<file path="config.mk">
export PLATFORM = sky130hd
export DESIGN_NAME = led_pwm_fader
export DESIGN_NICKNAME = d
export VERILOG_FILES = /design/src/rtl/led_pwm_fader.sv
export SDC_FILE = /design/constraint.sdc
export NUM_CORES = 1
export LEC_CHECK = 0
export CAP_MARGIN = 20
export CORE_MARGIN = 5
export CORE_UTILIZATION = 30
export DETAILED_ROUTE_END_ITERATION = 10
export GPL_ROUTABILITY_DRIVEN = 1
export HOLD_SLACK_MARGIN = 0.02
export PLACE_DENSITY = 0.55
export SLEW_MARGIN = 20
export SYNTH_ARGS = -nofsm -noshare
export SYNTH_HDL_FRONTEND = slang
export SYNTH_SLANG_ARGS = --single-unit
export TNS_END_PERCENT = 10
</file>
<file path="constraint.sdc">
create_clock -name clk -period 3.7 [get_ports clk]
set_input_delay 0.555 -clock clk [delete_from_list [all_inputs] [get_ports clk]]
set_output_delay 0.555 -clock clk [all_outputs]
set_load 0.005 [all_outputs]
</file>
<file path="src/rtl/led_pwm_fader.sv">
// led_pwm_fader: per-LED PWM drive with an afterglow fade for the 8-bit demo counter.
// Define LED_FADE_GAMMA_EN to map fade level to duty through a perceptual gamma table.
`timescale 1ns/1ps
module led_pwm_fader #(
    parameter int PRESCALE     = 4,
    parameter int FADE_PERIODS = 2
) (
    input  logic       clk,
    input  logic       rst,
    input  logic [7:0] value,
    output logic [7:0] led,
    output logic       frame
);
    localparam int PRE_W  = (PRESCALE > 1) ? $clog2(PRESCALE) : 1;
    localparam int FADE_W = (FADE_PERIODS > 1) ? $clog2(FADE_PERIODS) : 1;
    localparam logic [PRE_W-1:0]  PRE_MAX  = PRE_W'(PRESCALE - 1);
    localparam logic [FADE_W-1:0] FADE_MAX = FADE_W'(FADE_PERIODS - 1);

    logic [PRE_W-1:0]  pre_cnt;
    logic [3:0]        pwm_cnt;
    logic [FADE_W-1:0] fade_cnt;
    logic              step;
    logic              period_end;
    logic              fade_tick;
    logic [7:0]        value_p0;
    logic [3:0]        level_p1 [8];
    logic [3:0]        duty [8];

    // Saturating one-level decay: never wraps below dark.
    function automatic logic [3:0] fade_step(input logic [3:0] lvl);
        return (lvl == 4'd0) ? 4'd0 : lvl - 4'd1;
    endfunction

`ifdef LED_FADE_GAMMA_EN
    function automatic logic [3:0] gamma(input logic [3:0] lvl);
        logic [3:0] g;
        case (lvl)
            4'd0, 4'd1, 4'd2: g = 4'd0;
            4'd3, 4'd4, 4'd5: g = 4'd1;
            4'd6, 4'd7:       g = 4'd2;
            4'd8:             g = 4'd3;
            4'd9:             g = 4'd4;
            4'd10:            g = 4'd5;
            4'd11:            g = 4'd6;
            4'd12:            g = 4'd8;
            4'd13:            g = 4'd10;
            4'd14:            g = 4'd12;
            default:          g = 4'd15;
        endcase
        return g;
    endfunction
`endif

    assign step       = (pre_cnt == PRE_MAX);
    assign period_end = step && (pwm_cnt == 4'd15);
    assign fade_tick  = period_end && (fade_cnt == FADE_MAX);

    // Timebase: prescaler -> PWM step counter -> fade period counter
    always_ff @(posedge clk or posedge rst) begin
        if (rst) begin
            pre_cnt  <= '0;
            pwm_cnt  <= '0;
            fade_cnt <= '0;
        end else begin
            pre_cnt <= step ? '0 : pre_cnt + 1'b1;
            if (step)
                pwm_cnt <= pwm_cnt + 4'd1;
            if (period_end)
                fade_cnt <= (fade_cnt == FADE_MAX) ? '0 : fade_cnt + 1'b1;
        end
    end

    // Stage p0: input register
    always_ff @(posedge clk or posedge rst) begin
        if (rst)
            value_p0 <= '0;
        else
            value_p0 <= value;
    end

    // Stage p1: per-LED brightness level, set beats a coincident fade tick
    always_ff @(posedge clk or posedge rst) begin
        if (rst) begin
            for (int i = 0; i < 8; i++)
                level_p1[i] <= 4'd0;
        end else begin
            for (int i = 0; i < 8; i++) begin
                if (value_p0[i])
                    level_p1[i] <= 4'd15;
                else if (fade_tick)
                    level_p1[i] <= fade_step(level_p1[i]);
            end
        end
    end

    always_comb begin
        for (int i = 0; i < 8; i++) begin
`ifdef LED_FADE_GAMMA_EN
            duty[i] = gamma(level_p1[i]);
`else
            duty[i] = level_p1[i];
`endif
        end
    end

    // Stage p2: PWM compare and frame strobe
    always_ff @(posedge clk or posedge rst) begin
        if (rst) begin
            led   <= '0;
            frame <= 1'b0;
        end else begin
            for (int i = 0; i < 8; i++)
                led[i] <= (duty[i] == 4'd15) || (pwm_cnt < duty[i]);
            frame <= period_end;
        end
    end

endmodule
</file>
# Yosys cells after proc, flatten, opt, wreduce, memory -nomap -nowiden
# Index checks and enable logic that the tools add are counted.
# totals
inputBits	10
register_bits	56
word_cells	95
# classes
n_lt_le_gt_ge	8
n_eq_ne	10
addsub	11
mux	26
n_reduce_logical	26
# ops
op	n
2-to-1 mux 4 bit	24
equality test 4 bit, second input constant	9
zero test 4 bit	8
< comparator 4 bit	8
subtractor 4 x 1 -> 4 bit, second input constant	8
nonzero test 2 bit	8
logical OR 1 bit	8
adder 4 x 1 -> 4 bit, second input constant	1
adder 2 x 1 -> 2 bit, second input constant	1
equality test 2 bit, second input constant	1
logical AND 1 bit	2
2-to-1 mux 2 bit	1
adder 1 bit, second input constant	1
2-to-1 mux 1 bit	1

# Longest topological paths before layout
# Gate-level depths: netlist (run 1).
# depth
ltp_word	5
ltp_mapped	6
depth_no_buf	5

# Worst setup path before layout (run 1)
# Ideal clock, no wire load.
# synth_timing
path_kind	flip-flop to flip-flop
start	register pwm_cnt[1]
end	register level_p1, in the netlist duty[26]
required_time_ns	3.631
setup_ns	0.069
arrival_ns	1.594
n_path_buf	1
slack_ns	2.038
stages_incl_launch_ff	6
cell_sequence	dfrtp_1 > ha_1 > nand4_2 > buf_2 > or4_1 > nand3_1
# synth_via
elab_chain_cells	4
# synth_rtl
element	line	text
from (decl)	20	logic [3:0] pwm_cnt;
from (signal assigned)	67	pwm_cnt <= pwm_cnt + 4'd1;
equality test 4 bit	55	assign period_end = step && (pwm_cnt == 4'd15);
logical AND 1 bit	55	
logical AND 1 bit	56	assign fade_tick = period_end && (fade_cnt == FADE_MAX);
nonzero test 2 bit (no line)	n/a	
to (signal, indexed assignment)	91	level_p1[i] <= fade_step(level_p1[i]);
to (decl)	26	logic [3:0] level_p1 [8];
# Every way passes these cells.
# A chain may end at the register's enable or synchronous reset.

# Worst setup path in the final report (run 1)
# layout_timing
start	register pwm_cnt[1]
end	register level_p1, in the netlist duty[9]
# The elaborated chain is that of the path after synthesis.

==> results of run 1 <==
==> path summary, 6_finish.rpt <==
check | end | slack [ns] | start
hold reg to reg | pre_cnt[0]$_DFF_PP0_ | 0.43 | pre_cnt[0]$_DFF_PP0_
max in group asynchronous | duty[8]$_DFFE_PP0P_ | 2.45 | rst
setup reg to reg | duty[9]$_DFFE_PP0P_ | 1.30 | pwm_cnt[1]$_DFFE_PP0N_
hold / removal | pre_cnt[0]$_DFF_PP0_ | 0.43 | pre_cnt[0]$_DFF_PP0_
setup / recovery | duty[9]$_DFFE_PP0P_ | 1.30 | pwm_cnt[1]$_DFFE_PP0N_
min in group asynchronous | duty[6]$_DFFE_PP0P_ | 0.74 | rst
==> cell families after synthesis <==
kind of cell    share of synthesized area [%]
fa+ha+maj                               11.32
compound gates                          15.94
simple gates                            15.33
flops                                   48.78
xor+xnor                                1.220
buf+inv                                 4.573
mux                                     2.831
==> state kept, by name (all words and copies together) (netlist names) <==
signal and flops:
frame 1, pwm_cnt 4, duty 32, led 8
value_p0 8, fade_cnt 1, pre_cnt 2
==> power by group through the flow <==
| stage | logic, uW | registers (uW) | clock network (uW) |
|---|---|---|---|
| global placement | 28.0 | 634 | 0 |
| detailed placement | 28.1 | 634 | 0 |
| floorplan | 13.2 | 632 | 0 |
| global route | 31.1 | 623 | 444 |
| finish | 26.5 | 622 | 398 |
| CTS | 28.2 | 622 | 422 |
==> through the flow <==
stage / cells / setup slack (ns)
5_1_grt: 428 / 0.9361
6_report: 428 / 1.304
3_3_place_gp: 420 / 1.396
4_1_cts: 428 / 1.260
2_1_floorplan: 276 / 1.774
3_5_place_dp: 420 / 1.243
==> Yosys cell counts (2+ instances only) <==
cell	instances
a211oi_1	2
or4_1	7
nor3b_1	6
nor3_1	7
a211o_1	8
o31ai_1	3
nor2_1	25
o211ai_1	6
nand3b_1	6
o21ai_0	26
mux2i_1	7
nand2_1	2
o311ai_0	2
nand2b_1	9
nand4_1	7
clkbuf_1	3
a21oi_1	10
xnor2_1	3
buf_2	3
a311oi_1	6
inv_1	28
a41oi_1	2
ha_1	26
dfrtp_1	56
nor4_1	7
o21bai_1	5
==> worst max-delay path, cell delays in order (launching register included) <==
cell,delay (ns)
dfrtp_1,0.62
ha_1,0.26
nand4_2,0.47
buf_4,0.38
or4_1,0.51
nand3b_1,0.09
==> layer usage <==
metal  up-vias  GRT usage, %  share of wire, %
met5         -             0                 0
met4         0         3.427               2.1
met3        11         2.639               2.8
met2        26         17.14                46
met1      1001         13.55                49
li1       1056             -                 -
==> final cells by class <==
type,count,share of cell area (%)
Clock buffer,5,2.072
Inverter,28,3.164
Sequential cell,56,42.18
Timing Repair Buffer,21,6.102
Multi-Input combinational cell,186,40.34
Tap cell,129,4.859
Clock inverter,3,1.281
==> impl_metrics.py, run 1 <==
metrics = {
    "placement": {
        "port-buffer-count": 18,
        "post-dp-hpwl_mm": 3.825,
        "gp_congestion": 0.7542,
        "placed_area_um2": 3211,
    },
    "sta": {
        "finalSetupViolations": 0,
        "max-slew-margin-rel_pct": 51.65,
        "clock_skew_ns": 0.009254,
        "rsz0062_at_grt": "false",
        "min_period_ns": 2.396,
        "fin_tns_setup_ns": 0,
        "worst_slew_pin_slew_ns": 0.7253,
        "final.period_utilization_pct": 64.76,
        "slew_violations": 0,
        "hold_slack_ns": 0.4326,
        "fmax_ghz": 0.4174,
        "hold_violations": 0,
    },
    "yosys": {
        "yosysWarningCount": 0,
        "synth_cells": 276,
        "ys_top_cells_by_area": "dfrtp_1, ha_1, o21ai_0",
        "synth_top_area_cell": "dfrtp_1",
        "async_reset_ff_share_pct": 100.0,
        "synthesis.area_um2": 2873,
        "ys_types": 30,
        "avgSynthCellArea_um2": 10.41,
        "ys_seq_area_share_pct": 48.78,
        "synth-edff-count": 0,
        "synth_top_area_share_pct": 48.78,
        "synth_seq_cells": 56,
        "synth.net_count": 312,
        "synth_flop_cell": "dfrtp_1",
    },
    "floorplan": {
        "die_x_um": 107.9,
        "die_area_um2": 11630,
        "rows": 35,
        "start_util_pct": 30.94,
        "core_um2": 9284,
        "die_h_um": 107.9,
        "io_pins": 19,
    },
    "critical_path": {
        "crit_type": "reg -> reg",
        "cp_data_required_time_ns": 3.94,
        "end_kind": "flop",
        "start_kind": "flop",
        "worstPathMaxFanout": 21,
        "reg2regPathDepth": 5,
        "cp.arrival_ns": 2.64,
    },
    "min_path": {
        "worstHoldPathType": "reg -> reg",
        "min_path_cells": 1,
    },
    "power_and_ir_drop": {
        "clkPwrFrac_pct": 38.1,
        "pwr_density_cell_nw_per_um2": 315.0,
        "switchingPower_uw": 217.8,
        "sw_frac_of_total_pct": 20.81,
        "power_uw": 1047,
        "p_int_uw": 828.7,
        "leakagePower_uw": 0.001405,
        "p_seq_share_pct": 59.4,
        "irDropWorstVdd_mv": 0.1456,
        "pwr-share-comb_pct": 2.5,
    },
    "grt": {
        "grt_pass1_wl_mm": 9.867,
        "grt_pass1_vias": 2113,
        "antenna_found_initial": 0,
        "grt_max_degree": 57,
        "gr-total-overflow": 0,
        "grt_usage_pct": 10.49,
    },
    "finish": {
        "final_common_cell": "dfrtp_1",
        "nNetsFinal": 334,
        "antenna_cells": 0,
        "final_cell_mix": "dfrtp_1, inv_1, o21ai_0, ha_1, nor2_1",
        "drive_gt1_share_pct": 4.682,
        "post-route-util_pct": 35.78,
        "seqCellArea_um2": 1401,
        "area_delta_synth_final_pct": 15.64,
        "fillers": 949,
        "final_area_um2": 3322,
        "multi_input_area_um2": 1340,
    },
    "clock_network": {
        "cts_tree": "yes",
        "cts_root_buf": "clkbuf_8",
        "post_cts_buffers": 0,
        "cts_buffers": 5,
        "cts_resized": 0,
        "cts_num_sinks": 56,
        "clk_latency_ns": 0.31,
        "cts.path.max_buffers": 2,
        "holdBufCountCts": 0,
        "clk_pin_slew_ns": 0.10,
        "h-tree-depth": 2,
    },
    "drt": {
        "vias": 2094,
        "route.detailed.drc": 0,
        "dr.pass1.iters": 4,
        "ant_nets": 0,
        "routed_wl_mm": 5.542,
        "drt_iter0_drc": 82,
        "vias_per_cell": 4.893,
        "wl_per_cell_um": 12.95,
    },
    "flow_run": {
        "maxCapViolations": 0,
    },
    "outcome": {
        "status": "completed",
    },
}
Power figures use the tool's default switching activity.
==> run 2: changes to the inputs <==
Settings changed: PLACE_DENSITY 0.55 to 0.57.
Clock period 3.7 ns to 2.1 ns, I/O delays scaled along.
==> run 2 against run 1 <==
  * Power is 64% higher
  * Register-to-register slack got worse by 0.96 ns
  * Critical endpoint is now duty[29]$_DFFE_PP0P_
  * Largest power group unchanged
  * First-iteration DRC count shrank 26%
  * Fmax up 36%
  * Global-route usage shrank 0.051 points
  * Non-clock buffer count increased by 3
==> impl_metrics.py, run 2 (same netlist as run 1, synthesis figures left out) <==
metrics = {
    "finish": {
        "largest_register_ffs": 32,
        "fillers": 951,
        "area_delta_synth_final_pct": 16.03,
        "drive_gt1_share_pct": 5.629,
        "final_cell_mix": "dfrtp_1, inv_1, o21ai_0, ha_1, nor2_1",
        "antenna_cells": 0,
        "final_common_cell": "dfrtp_1",
        "nNetsFinal": 337,
    },
    "sta": {
        "fin_tns_setup_ns": 0,
        "worst_slew_pin_slew_ns": 0.4144,
        "rsz0062_at_grt": "false",
        "fmax_ghz": 0.5685,
        "max-slew-margin-rel_pct": 72.37,
        "clock_skew_ns": 0.007419,
        "min_period_ns": 1.759,
        "final.period_utilization_pct": 83.76,
        "slew_violations": 0,
        "hold_violations": 0,
        "finalSetupViolations": 0,
    },
    "clock_network": {
        "cts_buffers": 5,
        "cts_resized": 0,
        "post_cts_buffers": 0,
        "holdBufCountCts": 0,
        "cts.path.max_buffers": 2,
        "cts_tree": "yes",
        "h-tree-depth": 2,
        "clk_latency_ns": 0.30,
        "cts_root_buf": "clkbuf_8",
        "cts_num_sinks": 56,
        "clk_pin_slew_ns": 0.10,
    },
    "floorplan": {
        "io_pins": 19,
        "start_util_pct": 30.94,
        "die_h_um": 107.9,
        "die_area_um2": 11630,
        "core_um2": 9284,
        "rows": 35,
        "die_x_um": 107.9,
    },
    "min_path": {
        "worstHoldPathType": "in -> async",
    },
    "drt": {
        "ant_nets": 0,
        "vias_per_cell": 4.970,
        "drt_iter0_drc": 61,
        "vias": 2142,
        "route.detailed.drc": 0,
        "routed_wl_mm": 5.638,
        "dr.pass1.iters": 4,
        "wl_per_cell_um": 13.08,
    },
    "critical_path": {
        "reg2reg_slack_ns": 0.34,
        "path_cells": "ha_1, nand4_2, buf_4, or4_1, nand3b_1",
        "crit_path_max_incr_delay_ns": 0.54,
        "crit_slowest_cell": "or4_1",
        "worstPathMaxFanout": 39,
        "r2r-start": "pre_cnt[0]$_DFF_PP0_",
        "start_kind": "flop",
        "reg2regPathDepth": 5,
        "end_kind": "flop",
        "reg2reg_to": "duty[29]$_DFFE_PP0P_",
        "crit_type": "reg -> reg",
        "cp.arrival_ns": 2.00,
        "cp_data_required_time_ns": 2.34,
    },
    "power_and_ir_drop": {
        "clkPwrFrac_pct": 33.4,
        "pwr-share-comb_pct": 2.9,
        "p_int_uw": 1343,
        "irDropWorstVdd_mv": 0.2256,
        "pwr_density_cell_nw_per_um2": 516.2,
        "power_uw": 1721,
        "sw_frac_of_total_pct": 21.95,
        "switchingPower_uw": 377.6,
        "leakagePower_uw": 0.001419,
        "p_seq_share_pct": 63.6,
    },
    "placement": {
        "gp_congestion": 0.7955,
        "post-dp-hpwl_mm": 3.855,
        "port-buffer-count": 18,
    },
    "grt": {
        "antenna_found_initial": 0,
        "grt_usage_pct": 10.44,
        "grt_pass1_vias": 2156,
        "grt_pass1_wl_mm": 9.956,
        "grt_max_degree": 57,
        "gr-total-overflow": 0,
    },
    "flow_run": {
        "maxCapViolations": 0,
    },
    "outcome": {
        "status": "completed",
    },
}
run 2: stage by stage:
stage	util [%]	hold WS, ns	instances	instance area (um2)	setup slack [ns]
3_5_place_dp	34.96	0.4259	423	3246	0.3515
3_3_place_gp	34.96	0.4126	423	3246	0.4129
2_1_floorplan	-	0.3464	276	2873	0.4137
6_report	35.90	0.3753	431	3333	0.3410
5_1_grt	35.90	0.4117	431	3333	0.2188
4_1_cts	35.90	0.3824	431	3333	0.3270
run 2: power groups by stage:
stage          Combinational, uW  Clock, uW  Sequential, uW
2_1_floorplan               23.3          0            1110
3_3_place_gp                52.7          0            1120
3_5_place_dp                53.0          0            1120
4_1_cts                     53.2        615            1100
5_1_grt                     57.7        648            1100
6_report                    50.2        575            1090
run 2: worst max-delay path by stage:
stage | from | end | depth (start not counted)
2_1_floorplan | rst | duty[0]$_DFFE_PP0P_ | 1
3_3_place_gp | pre_cnt[0]$_DFF_PP0_ | duty[29]$_DFFE_PP0P_ | 5
3_5_place_dp | pre_cnt[0]$_DFF_PP0_ | duty[5]$_DFFE_PP0P_ | 5
4_1_cts | pre_cnt[0]$_DFF_PP0_ | duty[29]$_DFFE_PP0P_ | 5
5_1_grt | pre_cnt[0]$_DFF_PP0_ | duty[29]$_DFFE_PP0P_ | 5
6_report | pre_cnt[0]$_DFF_PP0_ | duty[29]$_DFFE_PP0P_ | 5
run 2: final cells by class:
class,count,area [um2],share of cell area [%]
Sequential cell,56,1401,42.04
Multi-Input combinational cell,186,1340,40.20
Timing Repair Buffer,24,237.7,7.132
Tap cell,129,161.4,4.842
Inverter,28,105.1,3.153
Clock buffer,5,68.82,2.065
Clock inverter,3,18.77,0.5631
run 2: worst max-delay path: cells and delay by family (launching register included):
kind                       cells  cell delay [ns]
and+or+nand+nor                3             0.78
adders and majority gates      1             0.28
buffers and inverters          1             0.27
DFF                            1             0.36
run 2: per-layer routing:
layer / track usage (%) / vias to the layer above / wire length, um
li1: - / 1067 / -
met1: 13.81 / 1042 / 2679
met2: 17.58 / 28 / 2723
met3: 2.220 / 5 / 190
met4: 2.164 / 0 / 44
met5: 0 / - / 0
